### src/rtl/q_slot_ctrl.sv
// Q-algorithm slot-counter sequencer: decodes inventory commands, tracks Q,
// strobes the RNG slot counter and seeds the RNG from ROM after reset.
module q_slot_ctrl #(
  parameter logic [3:0] Q_RESET       = 4'd0,
  parameter bit         SEED_ON_RESET = 1'b1,
  parameter int         SEED_TIMEOUT  = 255
) (
  input  logic       clk,
  input  logic       rst_n,
  input  logic       i_cmd_valid,
  input  logic [1:0] i_cmd_type,
  input  logic [3:0] i_q_query,
  input  logic [2:0] i_updn,
  input  logic       i_slotz_rng,
  input  logic       i_rom_valid,
  output logic       o_rom_req,
  output logic       o_seed_in_rng,
  output logic [3:0] o_q_dec,
  output logic       o_newSlot_cu,
  output logic       o_decSlot_cu,
  output logic       o_cmd_ready,
  output logic       o_reply_en,
  output logic       o_in_arb
);

  typedef enum logic [2:0] {
    S_SEED_REQ,
    S_READY,
    S_LOAD,
    S_DEC,
    S_EVAL,
    S_ARB,
    S_REPLY
  } state_e;

  localparam logic [1:0] CMD_QUERY  = 2'b00;
  localparam logic [1:0] CMD_QADJ   = 2'b01;
  localparam logic [1:0] CMD_QREP   = 2'b10;
  localparam logic [1:0] CMD_ABORT  = 2'b11;
  localparam logic [2:0] UPDN_INC   = 3'b110;
  localparam logic [2:0] UPDN_KEEP  = 3'b000;
  localparam logic [2:0] UPDN_DEC   = 3'b011;

  localparam int CNT_W = (SEED_TIMEOUT < 2) ? 1 : $clog2(SEED_TIMEOUT + 1);
  localparam logic [CNT_W-1:0] TIMEOUT_LAST = CNT_W'(SEED_TIMEOUT - 1);
  localparam state_e RESET_STATE = SEED_ON_RESET ? S_SEED_REQ : S_READY;

  state_e           state_q, state_d;
  logic [3:0]       q_q, q_d;
  logic [CNT_W-1:0] cnt_q, cnt_d;
  logic             rom_req_q, rom_req_d;
  logic             seed_q, seed_d;
  logic             new_slot_q, new_slot_d;
  logic             dec_slot_q, dec_slot_d;
  logic             cmd_ready_q, cmd_ready_d;
  logic             reply_q, reply_d;
  logic             in_arb_q, in_arb_d;
  logic             accept;

  assign accept = i_cmd_valid && cmd_ready_q;

  always_comb begin
    state_d = state_q;
    q_d     = q_q;
    cnt_d   = cnt_q;
    seed_d  = 1'b0;
    reply_d = 1'b0;

    unique case (state_q)
      S_SEED_REQ: begin
        cnt_d = cnt_q + CNT_W'(1);
        if (i_rom_valid) begin
          seed_d  = 1'b1;
          state_d = S_READY;
        end else if (cnt_q == TIMEOUT_LAST) begin
          state_d = S_READY;
        end
      end
      S_LOAD, S_DEC: state_d = S_EVAL;
      S_EVAL: begin
        if (i_slotz_rng) begin
          state_d = S_REPLY;
          reply_d = 1'b1;
        end else begin
          state_d = S_ARB;
        end
      end
      S_READY, S_ARB, S_REPLY: begin
        if (accept) begin
          unique case (i_cmd_type)
            CMD_QUERY: begin
              q_d     = i_q_query;
              state_d = S_LOAD;
            end
            CMD_QADJ: begin
              // Unknown updn codes drop the whole command, not just the Q change.
              if (state_q != S_READY) begin
                case (i_updn)
                  UPDN_INC: begin
                    q_d     = (q_q == 4'd15) ? q_q : q_q + 4'd1;
                    state_d = S_LOAD;
                  end
                  UPDN_DEC: begin
                    q_d     = (q_q == 4'd0) ? q_q : q_q - 4'd1;
                    state_d = S_LOAD;
                  end
                  UPDN_KEEP: state_d = S_LOAD;
                  default: ;
                endcase
              end
            end
            CMD_QREP: begin
              if (state_q != S_READY) state_d = S_DEC;
            end
            CMD_ABORT: state_d = S_READY;
            default: ;
          endcase
        end
      end
      default: state_d = S_READY;
    endcase

    // Level outputs are registered copies of the state being entered.
    rom_req_d   = (state_d == S_SEED_REQ);
    new_slot_d  = (state_d == S_LOAD);
    dec_slot_d  = (state_d == S_DEC);
    in_arb_d    = (state_d == S_ARB);
    cmd_ready_d = (state_d == S_READY) || (state_d == S_ARB) || (state_d == S_REPLY);
  end

  always_ff @(posedge clk or negedge rst_n) begin
    if (!rst_n) begin
      state_q     <= RESET_STATE;
      q_q         <= Q_RESET;
      cnt_q       <= '0;
      rom_req_q   <= 1'b0;
      seed_q      <= 1'b0;
      new_slot_q  <= 1'b0;
      dec_slot_q  <= 1'b0;
      cmd_ready_q <= 1'b0;
      reply_q     <= 1'b0;
      in_arb_q    <= 1'b0;
    end else begin
      state_q     <= state_d;
      q_q         <= q_d;
      cnt_q       <= cnt_d;
      rom_req_q   <= rom_req_d;
      seed_q      <= seed_d;
      new_slot_q  <= new_slot_d;
      dec_slot_q  <= dec_slot_d;
      cmd_ready_q <= cmd_ready_d;
      reply_q     <= reply_d;
      in_arb_q    <= in_arb_d;
    end
  end

  assign o_rom_req     = rom_req_q;
  assign o_seed_in_rng = seed_q;
  assign o_q_dec       = q_q;
  assign o_newSlot_cu  = new_slot_q;
  assign o_decSlot_cu  = dec_slot_q;
  assign o_cmd_ready   = cmd_ready_q;
  assign o_reply_en    = reply_q;
  assign o_in_arb      = in_arb_q;

endmodule
### config.mk
export PLATFORM = sky130hd
export DESIGN_NAME = q_slot_ctrl
export DESIGN_NICKNAME = d
export VERILOG_FILES = /design/src/rtl/q_slot_ctrl.sv
export SDC_FILE = /design/constraint.sdc
export NUM_CORES = 1
export LEC_CHECK = 0
export CORE_ASPECT_RATIO = 1.2
export CORE_MARGIN = 10
export CORE_UTILIZATION = 48
export CTS_CLUSTER_SIZE = 14
export DETAILED_ROUTE_END_ITERATION = 7
export PLACE_DENSITY = 0.85
export SYNTH_ARGS = -nofsm -noshare
export SYNTH_HDL_FRONTEND = slang
export SYNTH_SLANG_ARGS = --single-unit
### constraint.sdc
create_clock -name clk -period 2.6 [get_ports clk]
set_clock_uncertainty 0.2 [all_clocks]
set_input_delay 0.65 -clock clk [delete_from_list [all_inputs] [get_ports clk]]
set_output_delay 0.65 -clock clk [all_outputs]
set_load 0.005 [all_outputs]
# Yosys cells after proc, flatten, opt, wreduce, memory -nomap -nowiden

Index checks and enable logic that the tools add are counted.

Equality and inequality tests: 23
Reductions and logical operators: 13
Add/subtract/negate cells: 3
Mux-type cells: 18

Operator list:

| kind                | number |
|---|---|
| $pmux 3 s4          | 2 |
| $eq 3x3->1 const B  | 6 |
| $mux 3              | 6 |
| $pmux 4 s2          | 2 |
| $eq 3x2->1 const B  | 5 |
| $mux 4              | 3 |
| $logic_not 3->1     | 3 |
| $ne 3x3->1 const B  | 3 |
| $add 8x1->8 const B | 1 |
| $eq 8x8->1 const B  | 1 |
| $reduce_and 7->1    | 1 |
| $eq 3x1->1 const B  | 2 |
| $reduce_or 3->1     | 2 |
| $add 4x1->4 const B | 1 |
| $eq 2x2->1 const B  | 2 |
| $eq 4x4->1 const B  | 1 |
| $logic_not 4->1     | 1 |
| $mux 1              | 4 |
| $sub 4x1->4 const B | 1 |
| $ne 3x1->1 const B  | 1 |
| $eq 2x1->1 const B  | 1 |
| $logic_not 2->1     | 1 |
| $logic_or 1x1->1    | 2 |
| $mux 2              | 1 |
| other kinds (4)     | 4 |

Flip-flop bits (word level): 22
Output and inout port bits: 11

# Depth between registers and ports, before layout

Depth in word-level cells: 10
Depth in mapped cells: 8

# Worst setup path after synthesis

No wires, ideal clock.

Kind: input to register
Start: input port i_updn[2]
End: register q_q[3], in the netlist o_q_dec[3]
Buffers on the path: 0
Stages on the path: 8
Setup time: 121 ps
Setup slack: 367 ps
Data arrival time: 1912 ps
Cell sequence: nand3b_1 > inv_1 > ha_1 > a21o_1 > a21oi_1 > xnor2_1 > a31oi_1 > o22a_1

Longest elaborated chain between the ends: 4

RTL lines:

| element                                         | line | source |
|---|---|---|
| start: declaration                              | 13   | `input logic [2:0] i_updn,` |
| $eq 3x2->1 / $eq 3x3->1 (equally long branches) | 98   | `case (i_updn)` |
| $pmux 4 s2                                      | 98   |  |
| $mux 4                                          | 97   | `if (state_q != S_READY) begin` |
| $pmux 4 s2                                      | 90   | `unique case (i_cmd_type)` |
| end signal: assignment                          | 145  | `q_q <= q_d;` |
| end: declaration                                | 49   | `logic [3:0] q_q, q_d;` |

Several ways; a longest one is shown, not always the timed one. The select of a mux whose other input is x is not followed.
A chain may end at the register's enable or synchronous reset.

# Worst setup path after layout

Same ends and word-level chain as after synthesis.

==> results.tsv <==
metric	value	unit
synthMuxAreaShare	0.8048	%
die_h	75.76	um
synth_seq_cells	22	
fin_util	64.55	%
switching_share	36.80	%
hold_path.class	reg2reg	
crit_required	2.61	ns
largest-register	cnt_q	
p_leak	0.7221	nW
reg2reg_depth	5	
cts.sinks	22	
cts_resized	0	
cts_setup_buffers	0	
slew_violations	0	
via_count	1059	
n_antenna_cell	0	
synth_area_leaders	dfrtp_1 44%, xnor2_1 4.9%, ha_1 4.0%	
setup_slack	0.2163	ns
hold_buffers	0	
syn_inst	125	
yosysSeqAreaShare	44.27	%
finalSetupTns	0	ns
io_buffers	24	
drtAntennaViolNets	0	
synth_top_area_share	44.27	%
relSlewSlack	72.40	%
p_int	0.0009788	W
yosysMostFrequentCell	dfrtp_1	
cts_buffers	3	
synthFlopType	dfrtp_1	
hold_violations	0	
arrival	2.39	ns
gp_congestion	0.8332	
worst_pin_slew	0.4122	ns
drive_gt1_share	11.95	%
cts_tree	built	
setup_violations	0	
die_x	66.47	um
grt_pass1_wl	4.899	mm
boundaryPins	25	
viasPerCell	5.516	
grt_setup_unrepaired	no	
wl_per_cell	14.76	um
place_ws	-0.1192	ns
synth_fa_ha_area_share	5.634	%
ys_async_sr_fraction	100.0	%
dpl_cell_area	1563	um^2
drcViolationCount	0	
p_clk_share	16.6	%
htree_num_levels	1	
synth_commonest_cells	22 x dfrtp_1, 10 x nor2_1, 9 x inv_1, 9 x nand2_1, 7 x xnor2_1	
cp-start-kind	input pin	
dieArea	5035	um^2
design_area	1615	um^2
wl	2.834	mm
seqPwrFrac	40.1	%
hold_path_depth	1	
drv_cap	0	
initial_core_util	49.70	%
dp_hpwl	2.174	mm
drt_iter0_markers	49	
grt_usage	12.17	%
synth_edf_count	0	
final_nets	179	
yosys.area_share.simple	20.12	%
synth_top_area_cell	dfrtp_1	
fillCellCount	198	
period_share	91.68	%
syn-num-nets	144	
switchingPower	0.0005698	W
yosys_warnings	0	
largest_reg_flops	8	
clockBufferDepth	2	
grt_max_degree	23	
endpoint_kind	register	
antenna_found_initial	0	
coreArea	2502	um^2
path_class	in2reg	
cp_max_fo	2	
grt_overflow_total	0	
yosys.area_share.xor_xnor	7.042	%
peakVddDrop	538.5	uV
rows	20	
comb_power_share	43.2	%
area_growth	29.88	%
p_per_area	958.7	nW/um^2
status	finished, final reports clean	
fin_hold_ws	0.2892	ns
synth_top_family_by_area	simple AND/OR/NAND/NOR gates	
cts.clk_slew.worst_paths	0.12	ns
fmax	419.5	MHz
synth_compound_area_share	16.60	%
syn_area	1244	um^2
period_minus_slack	2.384	ns
grt_pass1_vias	1088	
drtPass1Iterations	4	
root_buffer	clkbuf_4	
syn_area_per_cell	9.950	um^2
clkLatencyLatePin	0.30	ns
synth_cell_types	43	
[placed cells by master, fill, tap and decap left out, types with 2 or more instances in the layout]
cell type,n
xnor2_1,7
xor2_1,3
nand2b_1,4
or3_1,2
and3_1,2
nand4_1,3
nor2_1,10
a31oi_1,2
o211ai_1,3
nand2_1,9
inv_1,9
dfrtp_1,22
nand3b_1,3
nand3_1,3
nor3_1,2
buf_4,9
o21ai_0,5
a21oi_1,5
o22ai_1,2
ha_1,4
clkdlybuf4s50_1,24
clkbuf_4,3
[worst paths after layout]
kind,to,start,slack (ns)
setup reg to reg,o_q_dec[0]$_DFFE_PN0P_,state_q[1]$_DFF_PN0_,0.60
setup / recovery,o_q_dec[3]$_DFFE_PN0P_,i_updn[2],0.22
min in group asynchronous,o_reply_en$_DFF_PN0_,rst_n,0.48
hold / removal,cnt_q[7]$_DFFE_PN0P_,cnt_q[7]$_DFFE_PN0P_,0.29
max in group asynchronous,o_newSlot_cu$_DFF_PN0_,rst_n,1.49
hold reg to reg,cnt_q[7]$_DFFE_PN0P_,cnt_q[7]$_DFFE_PN0P_,0.29
[critical path, cell delays in order]
cell	delay [ns]
clkdlybuf4s50_1	0.47
nand3b_1	0.13
inv_1	0.06
ha_1	0.26
a21o_1	0.17
a21oi_1	0.17
xnor2_1	0.16
a31oi_1	0.11
o22a_1	0.20
[layer usage]
metal,up-vias,wire [um],track usage [%]
met3,2,179,3.824
li1,515,-,-
met1,510,1127,12.62
met5,-,0,0
met2,32,1500,22.04
met4,0,27,5.128
[cells by family after synthesis]
logic type | Yosys count
adder cells (fa/ha/maj) | 5
AO/OA/AOI/OAI | 29
buffers and inverters | 13
XOR/XNOR | 10
AND/OR/NAND/NOR | 45
multiplexers | 1
flip-flops | 22
[power groups by stage]
stage	logic [W]	registers (W)	clock network (W)
CTS	0.000681	0.000622	0.000265
floorplan	0.000456	0.000564	0
finish	0.000670	0.000621	0.000258
detailed placement	0.000673	0.000627	0
global placement	0.000644	0.000619	0
global route	0.000753	0.000650	0.000282
[metrics by stage]
step | cells | total power (W)
6_report | 192 | 0.001549
5_1_grt | 192 | 0.001685
4_1_cts | 192 | 0.001568
3_5_place_dp | 188 | 0.001300
3_3_place_gp | 188 | 0.001263
2_1_floorplan | 125 | 0.001019
[layout make-up]
| type | instances | area (um^2) | area share (%) |
|---|---|---|---|
| Inverter | 10 | 38.79 | 2.401 |
| Timing Repair Buffer | 33 | 307.8 | 19.05 |
| Multi-Input combinational cell | 90 | 624.3 | 38.65 |
| Sequential cell | 22 | 550.5 | 34.08 |
| Clock buffer | 3 | 22.52 | 1.394 |
| Tap cell | 33 | 41.29 | 2.556 |
| Clock inverter | 1 | 30.03 | 1.859 |
(Power assumes the default switching activity.)
